## src/rtl/spi_tx_multi.sv

```systemverilog
`timescale 1ns/1ps
// SPI transmitter behind AHB-lite registers. A TX FIFO feeds a shifter with runtime CPOL/CPHA/bit order/divider.
// Zero-wait AHB (HREADY_RESP=1); pushes to a full FIFO are dropped and flagged in sticky OVF; frames run back to back.
module spi_tx_multi #(
  parameter int DATA_WIDTH = 32,
  parameter int FIFO_DEPTH = 8,
  parameter int NUM_SS     = 4,
  parameter int ADDR_WIDTH = 32
) (
  input  logic                  CLK,
  input  logic                  RST_N,
  input  logic                  HSEL,
  input  logic                  HTRANS,
  input  logic [ADDR_WIDTH-1:0] HADDR,
  input  logic                  HWRITE,
  input  logic                  HREADY,
  output logic                  HREADY_RESP,
  input  logic [31:0]           HWDATA,
  output logic [31:0]           HRDATA,
  output logic                  SCLK,
  output logic [NUM_SS-1:0]     SS,
  output logic                  MOSI
);
  localparam int AW = $clog2(FIFO_DEPTH);
  localparam int LW = $clog2(FIFO_DEPTH + 1);
  localparam logic [6:0] LAST_HALF  = 7'(2 * DATA_WIDTH - 1);
  localparam logic [6:0] LAST_TRAIL = 7'(2 * DATA_WIDTH - 2);

  typedef enum logic [1:0] {S_IDLE, S_SETUP, S_SHIFT, S_HOLD} state_t;

  state_t                r_state;
  logic                  r_dp_wr, r_dp_rd;
  logic [1:0]            r_dp_addr;
  logic [18:0]           r_ctrl;
  logic                  r_ovf;
  logic [DATA_WIDTH-1:0] r_mem [FIFO_DEPTH];
  logic [AW-1:0]         r_wptr, r_rptr;
  logic [LW-1:0]         r_level;
  logic [7:0]            r_cnt, r_div;
  logic [6:0]            r_half;
  logic [DATA_WIDTH-1:0] r_shift;
  logic                  r_cpol, r_cpha, r_lsb;
  logic                  r_sclk, r_mosi;
  logic [NUM_SS-1:0]     r_ss;

  logic                  w_ap, w_push_req, w_push, w_pop, w_full, w_empty, w_busy;
  logic                  w_ld_lsb, w_ld_cpha, w_first, w_out;
  logic [DATA_WIDTH-1:0] w_head, w_head_sh, w_shifted;
  logic [31:0]           w_status;
  logic                  w_unused;

  function automatic logic [NUM_SS-1:0] f_ss(input logic [2:0] sel);
    logic [NUM_SS-1:0] v;
    for (int i = 0; i < NUM_SS; i++) v[i] = (sel != 3'(i));
    return v;
  endfunction

  assign w_ap       = HSEL & HTRANS & HREADY;
  assign w_push_req = r_dp_wr && (r_dp_addr == 2'd2);
  assign w_full     = (r_level == LW'(FIFO_DEPTH));
  assign w_empty    = (r_level == '0);
  assign w_push     = w_push_req && !w_full;
  assign w_busy     = (r_state != S_IDLE);
  assign w_pop      = !w_empty && r_ctrl[0] &&
                      ((r_state == S_IDLE) || ((r_state == S_HOLD) && (r_cnt == r_div)));
  assign w_status   = {16'h0, 8'(r_level), 4'h0, r_ovf, w_busy, w_full, w_empty};
  assign w_unused   = &{1'b0, HADDR, HWDATA};

  // Frame format comes from CTRL when leaving IDLE, from the latched copy when chaining out of HOLD.
  assign w_ld_lsb   = (r_state == S_IDLE) ? r_ctrl[3] : r_lsb;
  assign w_ld_cpha  = (r_state == S_IDLE) ? r_ctrl[2] : r_cpha;
  assign w_head     = r_mem[r_rptr];
  assign w_first    = w_ld_lsb ? w_head[0] : w_head[DATA_WIDTH-1];
  assign w_head_sh  = w_ld_lsb ? (w_head >> 1) : (w_head << 1);
  assign w_out      = r_lsb ? r_shift[0] : r_shift[DATA_WIDTH-1];
  assign w_shifted  = r_lsb ? (r_shift >> 1) : (r_shift << 1);

  assign HREADY_RESP = 1'b1;
  assign SCLK        = r_sclk;
  assign SS          = r_ss;
  assign MOSI        = r_mosi;

  always_comb begin
    HRDATA = '0;
    if (r_dp_rd) begin
      case (r_dp_addr)
        2'd0:    HRDATA = {13'h0, r_ctrl};
        2'd1:    HRDATA = w_status;
        default: HRDATA = '0;
      endcase
    end
  end

  always_ff @(posedge CLK or negedge RST_N) begin
    if (!RST_N) begin
      r_dp_wr   <= 1'b0;
      r_dp_rd   <= 1'b0;
      r_dp_addr <= 2'd0;
      r_ctrl    <= '0;
      r_ovf     <= 1'b0;
    end else begin
      r_dp_wr   <= w_ap & HWRITE;
      r_dp_rd   <= w_ap & ~HWRITE;
      r_dp_addr <= HADDR[3:2];
      if (r_dp_wr && (r_dp_addr == 2'd0)) r_ctrl <= HWDATA[18:0] & 19'h7_FF0F;
      if (w_push_req && w_full)                  r_ovf <= 1'b1;
      else if (r_dp_rd && (r_dp_addr == 2'd1))   r_ovf <= 1'b0;
    end
  end

  always_ff @(posedge CLK) begin
    if (w_push) r_mem[r_wptr] <= HWDATA[DATA_WIDTH-1:0];
  end

  always_ff @(posedge CLK or negedge RST_N) begin
    if (!RST_N) begin
      r_wptr  <= '0;
      r_rptr  <= '0;
      r_level <= '0;
    end else begin
      if (w_push) r_wptr <= r_wptr + AW'(1);
      if (w_pop)  r_rptr <= r_rptr + AW'(1);
      if (w_push && !w_pop)      r_level <= r_level + LW'(1);
      else if (!w_push && w_pop) r_level <= r_level - LW'(1);
    end
  end

  always_ff @(posedge CLK or negedge RST_N) begin
    if (!RST_N) begin
      r_state <= S_IDLE;
      r_cnt   <= '0;
      r_div   <= '0;
      r_half  <= '0;
      r_shift <= '0;
      r_cpol  <= 1'b0;
      r_cpha  <= 1'b0;
      r_lsb   <= 1'b0;
      r_sclk  <= 1'b0;
      r_mosi  <= 1'b0;
      r_ss    <= '1;
    end else begin
      case (r_state)
        S_IDLE: begin
          r_sclk <= r_ctrl[1];
          r_ss   <= '1;
          r_mosi <= 1'b0;
          if (w_pop) begin
            r_cpol  <= r_ctrl[1];
            r_cpha  <= r_ctrl[2];
            r_lsb   <= r_ctrl[3];
            r_div   <= r_ctrl[15:8];
            r_ss    <= f_ss(r_ctrl[18:16]);
            r_cnt   <= '0;
            r_state <= S_SETUP;
          end
        end
        S_SETUP: begin
          if (r_cnt == r_div) begin
            r_cnt   <= '0;
            r_half  <= '0;
            r_sclk  <= ~r_cpol;
            r_state <= S_SHIFT;
            if (r_cpha) begin
              r_mosi  <= w_out;
              r_shift <= w_shifted;
            end
          end else begin
            r_cnt <= r_cnt + 8'd1;
          end
        end
        S_SHIFT: begin
          if (r_cnt == r_div) begin
            r_cnt <= '0;
            if (r_half == LAST_HALF) begin
              r_state <= S_HOLD;
            end else begin
              r_half <= r_half + 7'd1;
              r_sclk <= ~r_sclk;
              // Even half ends on a trailing edge, odd half on the next leading edge.
              if (r_half[0] ? r_cpha : (!r_cpha && (r_half != LAST_TRAIL))) begin
                r_mosi  <= w_out;
                r_shift <= w_shifted;
              end
            end
          end else begin
            r_cnt <= r_cnt + 8'd1;
          end
        end
        S_HOLD: begin
          r_sclk <= r_cpol;
          if (r_cnt == r_div) begin
            r_cnt <= '0;
            if (w_pop) begin
              r_state <= S_SETUP;
            end else begin
              r_ss    <= '1;
              r_state <= S_IDLE;
            end
          end else begin
            r_cnt <= r_cnt + 8'd1;
          end
        end
        default: r_state <= S_IDLE;
      endcase
      if (w_pop) begin
        r_shift <= w_ld_cpha ? w_head : w_head_sh;
        if (!w_ld_cpha) r_mosi <= w_first;
      end
    end
  end
endmodule

```

## config.mk

```make
export PLATFORM = sky130hd
export DESIGN_NAME = spi_tx_multi
export DESIGN_NICKNAME = d
export VERILOG_FILES = /design/src/rtl/spi_tx_multi.sv
export SDC_FILE = /design/constraint.sdc
export NUM_CORES = 1
export LEC_CHECK = 0
export ABC_AREA = 1
export CAP_MARGIN = 5
export CORE_MARGIN = 3
export CORE_UTILIZATION = 28
export DETAILED_ROUTE_END_ITERATION = 10
export HOLD_SLACK_MARGIN = 0.02
export PLACE_DENSITY = 0.52
export SKIP_LAST_GASP = 1
export SYNTH_ARGS = -nofsm -noshare
export SYNTH_HDL_FRONTEND = slang
export SYNTH_SLANG_ARGS = --single-unit
```

## constraint.sdc

```tcl
create_clock -name CLK -period 2.8 [get_ports CLK]
set_input_delay 0.7 -clock CLK [delete_from_list [all_inputs] [get_ports CLK]]
set_output_delay 0.7 -clock CLK [all_outputs]
set_load 0.02 [all_outputs]
```

# After elaboration in Yosys (flattened, before gate mapping)
# Memory sizes are Yosys's and may differ from the RTL's.
# Index checks and enable logic that the tools add are counted.
dict set report word_totals {
  reg_bits 96
  elab_cells 144
  memories 1
  ram_bits 256
}
# memory words word_bits read_ports rd_clocked_by_memory_dff write_ports line_no
set mem_list {}
lappend mem_list {r_mem 8 32 1 0 1 36} ;# logic [DATA_WIDTH-1:0] r_mem [FIFO_DEPTH];
dict set report classes {
  n_mux 53
  n_eq_ne 24
  reduce_logical 34
  add_sub_neg 6
  n_bitwise 7
}
# op n
set ops {}
lappend ops {{$mux W32} 10}
lappend ops {{$pmux W32 S2} 1}
lappend ops {{$pmux W19 S2} 1}
lappend ops {{$mux W7} 3}
lappend ops {{$mux W1} 20}
lappend ops {{$mux W4} 5}
lappend ops {{$mux W8} 2}
lappend ops {{$pmux W8 S2} 1}
lappend ops {{$ne A3 B3 Y1 const B} 5}
lappend ops {{$pmux W7 S2} 1}
lappend ops {{$ne A2 B2 Y1 const B} 6}
lappend ops {{$logic_and A1 B1 Y1} 11}
lappend ops {{$mux W2} 5}
lappend ops {{$reduce_bool A2 Y1} 5}
lappend ops {{$add A8 B1 Y8 const B} 1}
lappend ops {{$eq A8 B8 Y1} 1}
lappend ops {{$pmux W2 S4} 1}
lappend ops {{$pmux W4 S2} 1}
lappend ops {{$add A7 B1 Y7 const B} 1}
lappend ops {{$eq A7 B6 Y1 const B} 1}
lappend ops {{$ne A7 B6 Y1 const B} 1}
lappend ops {{$add A3 B1 Y3 const B} 2}
lappend ops {{$eq A2 B2 Y1 const B} 3}
lappend ops {{$ne A3 B2 Y1 const B} 2}
lappend ops {{other kinds (21)} 34}

# Longest topological paths before layout
dict set report logic_depth {
  word_depth 9
  depth_mapped 20
  depth_no_buf 18
}

# Worst setup path before layout
# No wires, ideal clock.
dict set report synth_path {
  kind {reg2reg}
  startpoint {register r_level[0]}
  endpoint {memory r_mem[0][0], enable pin}
  slack_ps 44
  path_stages_with_launch 6
  required_time_ps 2379
  period_less_slack_ps 2756
  t_arrival_ps 2335
  n_path_buf 0
  cell_sequence {dfrtp_1 > nor2_1 > nand3_1 > nand2_1 > or2_2 > nor2_1}
}
dict set report synth_between {
  elab_chain_len 5
}
# element line_no
set synth_rtl {}
lappend synth_rtl {{start: declaration} 38} ;# logic [LW-1:0] r_level;
lappend synth_rtl {{start signal: assignment} 123} ;# if (w_push && !w_pop) r_level <= r_level + LW'(1);
lappend synth_rtl {{start signal: assignment} 124} ;# else if (!w_push && w_pop) r_level <= r_level - LW'(1);
lappend synth_rtl {{$eq A4 B4 Y1} 60} ;# assign w_full = (r_level == LW'(FIFO_DEPTH));
lappend synth_rtl {{$logic_not A1 Y1} 62} ;# assign w_push = w_push_req && !w_full;
lappend synth_rtl {{$logic_and A1 B1 Y1} 62}
lappend synth_rtl {{$mux W1} 112} ;# if (w_push) r_mem[r_wptr] <= HWDATA[DATA_WIDTH-1:0];
lappend synth_rtl {{$mux W1 (implied by the code)} 112}
lappend synth_rtl {{end: declaration} 36}
# Every way passes these cells.

# Final worst setup path
dict set report layout_path {
  startpoint {register r_state[0]}
  endpoint {output HRDATA[2]}
}
dict set report layout_between {
  elab_chain_len 3
}
# element line_no
set layout_rtl {}
lappend layout_rtl {{start: declaration} 31} ;# state_t r_state;
lappend layout_rtl {{start signal: assignment} 130} ;# r_state <= S_IDLE;
lappend layout_rtl {{start signal: assignment} 154} ;# r_state <= S_SETUP;
lappend layout_rtl {{start signal: assignment} 162} ;# r_state <= S_SHIFT;
lappend layout_rtl {{$reduce_bool A2 Y1} 63} ;# assign w_busy = (r_state != S_IDLE);
lappend layout_rtl {{$pmux W19 S2} 86} ;# case (r_dp_addr)
lappend layout_rtl {{$mux W32} 85} ;# if (r_dp_rd) begin
lappend layout_rtl {{end: declaration} 19} ;# output logic [31:0] HRDATA,
# Every way passes these cells.

==> summary.md <==
| Metric | Value |
|---|---|
| Critical Path RT | around 2100 ps |
| Arr. time, crit path | ~1900 ps |
| Clock Skews | approximately 25 ps |
| Antenna violations before repair | 1 |
| Xor-xnor portion of the synthesized cell area | less than 1% |
| Number of antenna diodes | 0 |
| Top cell type by total area after synthesis | edfxtp_1 |
| Setup_tns | 0 ps |
| Drt pass-1 iters | 6 |
| Crit path time final | 2590 ps |
| F_max | between 300 and 400 MHz |
| Final setup viols | 0 |
| GPL Wtd Cong | 0.790 |
| Die width | roughly 250 um |
| Crit-path cells | inv_1 > ha_1 > buf_4 > o22ai_1 > clkbuf_2 |
| Initial core utilization | between 20% and 30% |
| Via density | approximately 4.6 |
| Pre-CTS WS | 184 ps |
| Mapped Area | approximately 0.016 sq mm |
| Largest family of logic cells by synthesized area | simple AND/OR/NAND/NOR gates |
| Static Leakage | about 7.5 nW |
| Clock sink count | around 350 |
| Peak supply drop | approximately 0.50 mV |
| Vias in the first global route | approximately 11000 |
| Reg-to-reg setup timing slack | 250 ps |
| Synth Instances | between 1500 and 2000 |
| Clock slew at reported path FFs | 50 ps |
| Setup crit start kind | register |
| WHS | roughly 200 ps |
| Residual DRC | 0 |
| Global-route wire length before repair | between 60 and 70 mm |
| Rel. slew slack | roughly 46% |
| Grt ovf | 0 |
| Worst path depth | 5 |
| Share of cells above drive strength 1 | ~8.3% |
| Ys Warns | 0 |
| Row count | 87 |
| Mux cell area share after synthesis | less than 1% |
| Worst r2r dst | r_level[3] |
| Sequential share of the synthesized area | a little over three fifths |
| Global-route usage over all layers | roughly 14% |
| TritonCTS clock tree | done |
| Slew Viols, Final | 0 |
| Final Hold Vio Count | 0 |
| Pin count of the biggest net entering global routing | 116 |
| Final worst setup slack | between 200 and 250 ps |
| H-tree depth | 2 |
| Hpwl dp | approximately 25 mm |
| Worst reg2reg startpoint | r_cnt[0] |
| Die ar. | between 0.06 and 0.07 sq mm |
| Worst Path Max Fanout | 6 |
| Worst Reg-to-Reg Cells | 17 |
| Cts bufs inserted | 41 |
| Synth-to-layout area growth | 17.9% |
| Core area | about 0.057 sq mm |
| Outcome | finished, final reports clean |
| Main synth FF type | edfxtp_1 |
| Synthesized-area fraction occupied by adder cells | ~1.2% |
| Top post-synthesis cells by area | edfxtp_1, dfrtp_1, nand2_1, nor2_1, o21ai_0 |
| Clk buf depth | 3 |
| Worst Setup SP | r_state[0] |
| EDFF count, synth | around 260 |
| CP max stage cell | dfrtp_1 |
| Chip height | 246 um |
| Commonest non-fill, non-tap cell in the layout | nand2_1 |
| Area of the multi-input gates | 0.00537 sq mm |
| Cts hold-fix bufs | 0 |
| Detailed Route WL | around 42 mm |
| Setup Crit Path Kind | reg2out |
| Post-route ant nets | 0 |
| Slowest cell delay on critical path | between 400 and 500 ps |
| Most frequent cells in the layout | nand2_1, nor2_1, edfxtp_1 |
| Avg Inst Size Synth | 9.67 sq um |
| Crit. End Element | output port |
| Max-cap violation count | 0 |
| Compound-Gate Fraction of Synth Area | slightly above 7% |
| Io pins | 109 |
| Tightest Pin Transition | about 810 ps |
| RSZ-0062 raised after global routing | no |
| Storage cell area | 0.0101 sq mm |
| FF+latch count, synth | roughly 350 |
| Hold Path Class | in2async |
| Starting DRT DRC Count | between 800 and 900 |
| Port Buf Inserts | 60 |
| Synth top area share | around 48% |
| Routed WL per cell | 16.8 um |
| CTS root buf | clkbuf_16 |
| Worst skew pair latency | between 500 and 600 ps |
| CP Buf/Inv Count | 3 |
| CP delay by family, top | buffers and inverters |
| Worst setup path end | HRDATA[2] |
| Fill count | 5752 |
| Power per Cell Area | 998 mW/mm^2 |
| Post-synthesis async set-or-reset flop share | between 20% and 30% |
| Post-Synth Simple-Gate Area | between 20% and 30% |
| Via Count | approximately 12000 |
| Distinct cells, synth | 48 |
| Final Cycle Share | 92.6% |
| Nets | between 1500 and 2000 |
-- layer usage --
layer / up-vias / part of all wire, % / global-route usage (%)
met2: 259 / 48 / 23.6
met4: 0 / 2.5 / 4.06
met1: 5531 / 46 / 18.6
li1: 5653 / - / -
met5: - / 0 / 0
met3: 64 / 4.1 / 2.13
-- worst reg2reg max path: stages (launching register included) --
cell and delay (ps):
dfrtp_1 400, inv_1 120, nand2_1 60, nand2_1 60, nand2_1 80, nor2_4 170
nand2_4 110, nand2_4 130, nand2_4 90, ha_1 220, inv_1 120, ha_1 240
a21o_1 180, a21oi_1 170, nand2_1 70, nand2_1 60, nor2_1 40, xor2_1 130
-- flip-flops by register name, indices dropped and copies added (netlist names), 2 cells and up --
signal     count
r_div          8
r_wptr         3
r_cnt          8
r_half         7
r_shift       32
r_state        2
r_mem        256
SS             4
r_dp_addr      2
r_rptr         3
r_level        4
r_ctrl        15
-- synthesized netlist by cell type, types with 11 or more instances --
cell type / number
a21oi_1: 18
buf_2: 33
buf_4: 19
clkbuf_1: 36
dfrtp_1: 92
edfxtp_1: 256
ha_1: 14
inv_1: 56
nand2_1: 467
nand3_1: 81
nand4_1: 22
nor2_1: 296
o21ai_0: 162
o22ai_1: 12
xor2_1: 11
-- timing repair --
item / in CTS / in global routing
setup buffers: 0 / 0
gates cloned: 0 / 0
resized for setup: 15 / 6
setup endpoints to repair: 15 / 5
-- through the flow --
stage	instances	cell area [sq um]	util (%)	power (W)
after floorplan	1686	16200	-	0.0116
after global placement	2431	17600	31.1	0.0135
after detailed placement	2431	17600	31.1	0.0136
after CTS	2506	19000	33.5	0.0192
after global routing	2506	19000	33.6	0.0204
final	2506	19000	33.6	0.0190
-- cells by family (layout without fill, tap and decap cells) --
kind of cell	count (synthesis)	in the layout
AND/OR/NAND/NOR	893	893
flip-flops	352	352
AO/OA/AOI/OAI	215	215
buffers and inverters	168	232
XOR/XNOR	17	17
adder cells (fa/ha/maj)	15	15
multiplexers	8	8
other	2	18
-- final cells by class --
cell class / count / area share (%)
sequential: 352 / 53.1
timing repair buffer: 94 / 5.21
tap: 756 / 4.97
clock buffer: 56 / 6.01
inverter: 63 / 1.26
multi-input combinational: 1166 / 28.2
clock inverter: 19 / 1.28
-- how the worst min path moves through the flow --
stage                      endpoint  depth (start not counted)  slack (ps)
after floorplan                MOSI                          0         400
after global placement        r_lsb                          2         460
after detailed placement     r_cpha                          2         470
after CTS                 r_half[5]                          2         210
after global routing      r_half[3]                          2         230
final                     r_half[3]                          2         200
-- report_power, final --
| part | switching, W | internal, W | leakage [nW] |
|---|---|---|---|
| Combinational | 0.00494 | 0.00210 | 3.29 |
| Clock | 0.00209 | 0.00341 | 0.670 |
| Sequential | 0.000412 | 0.00605 | 3.51 |
No activity file was read; power rests on OpenSTA's default activity.
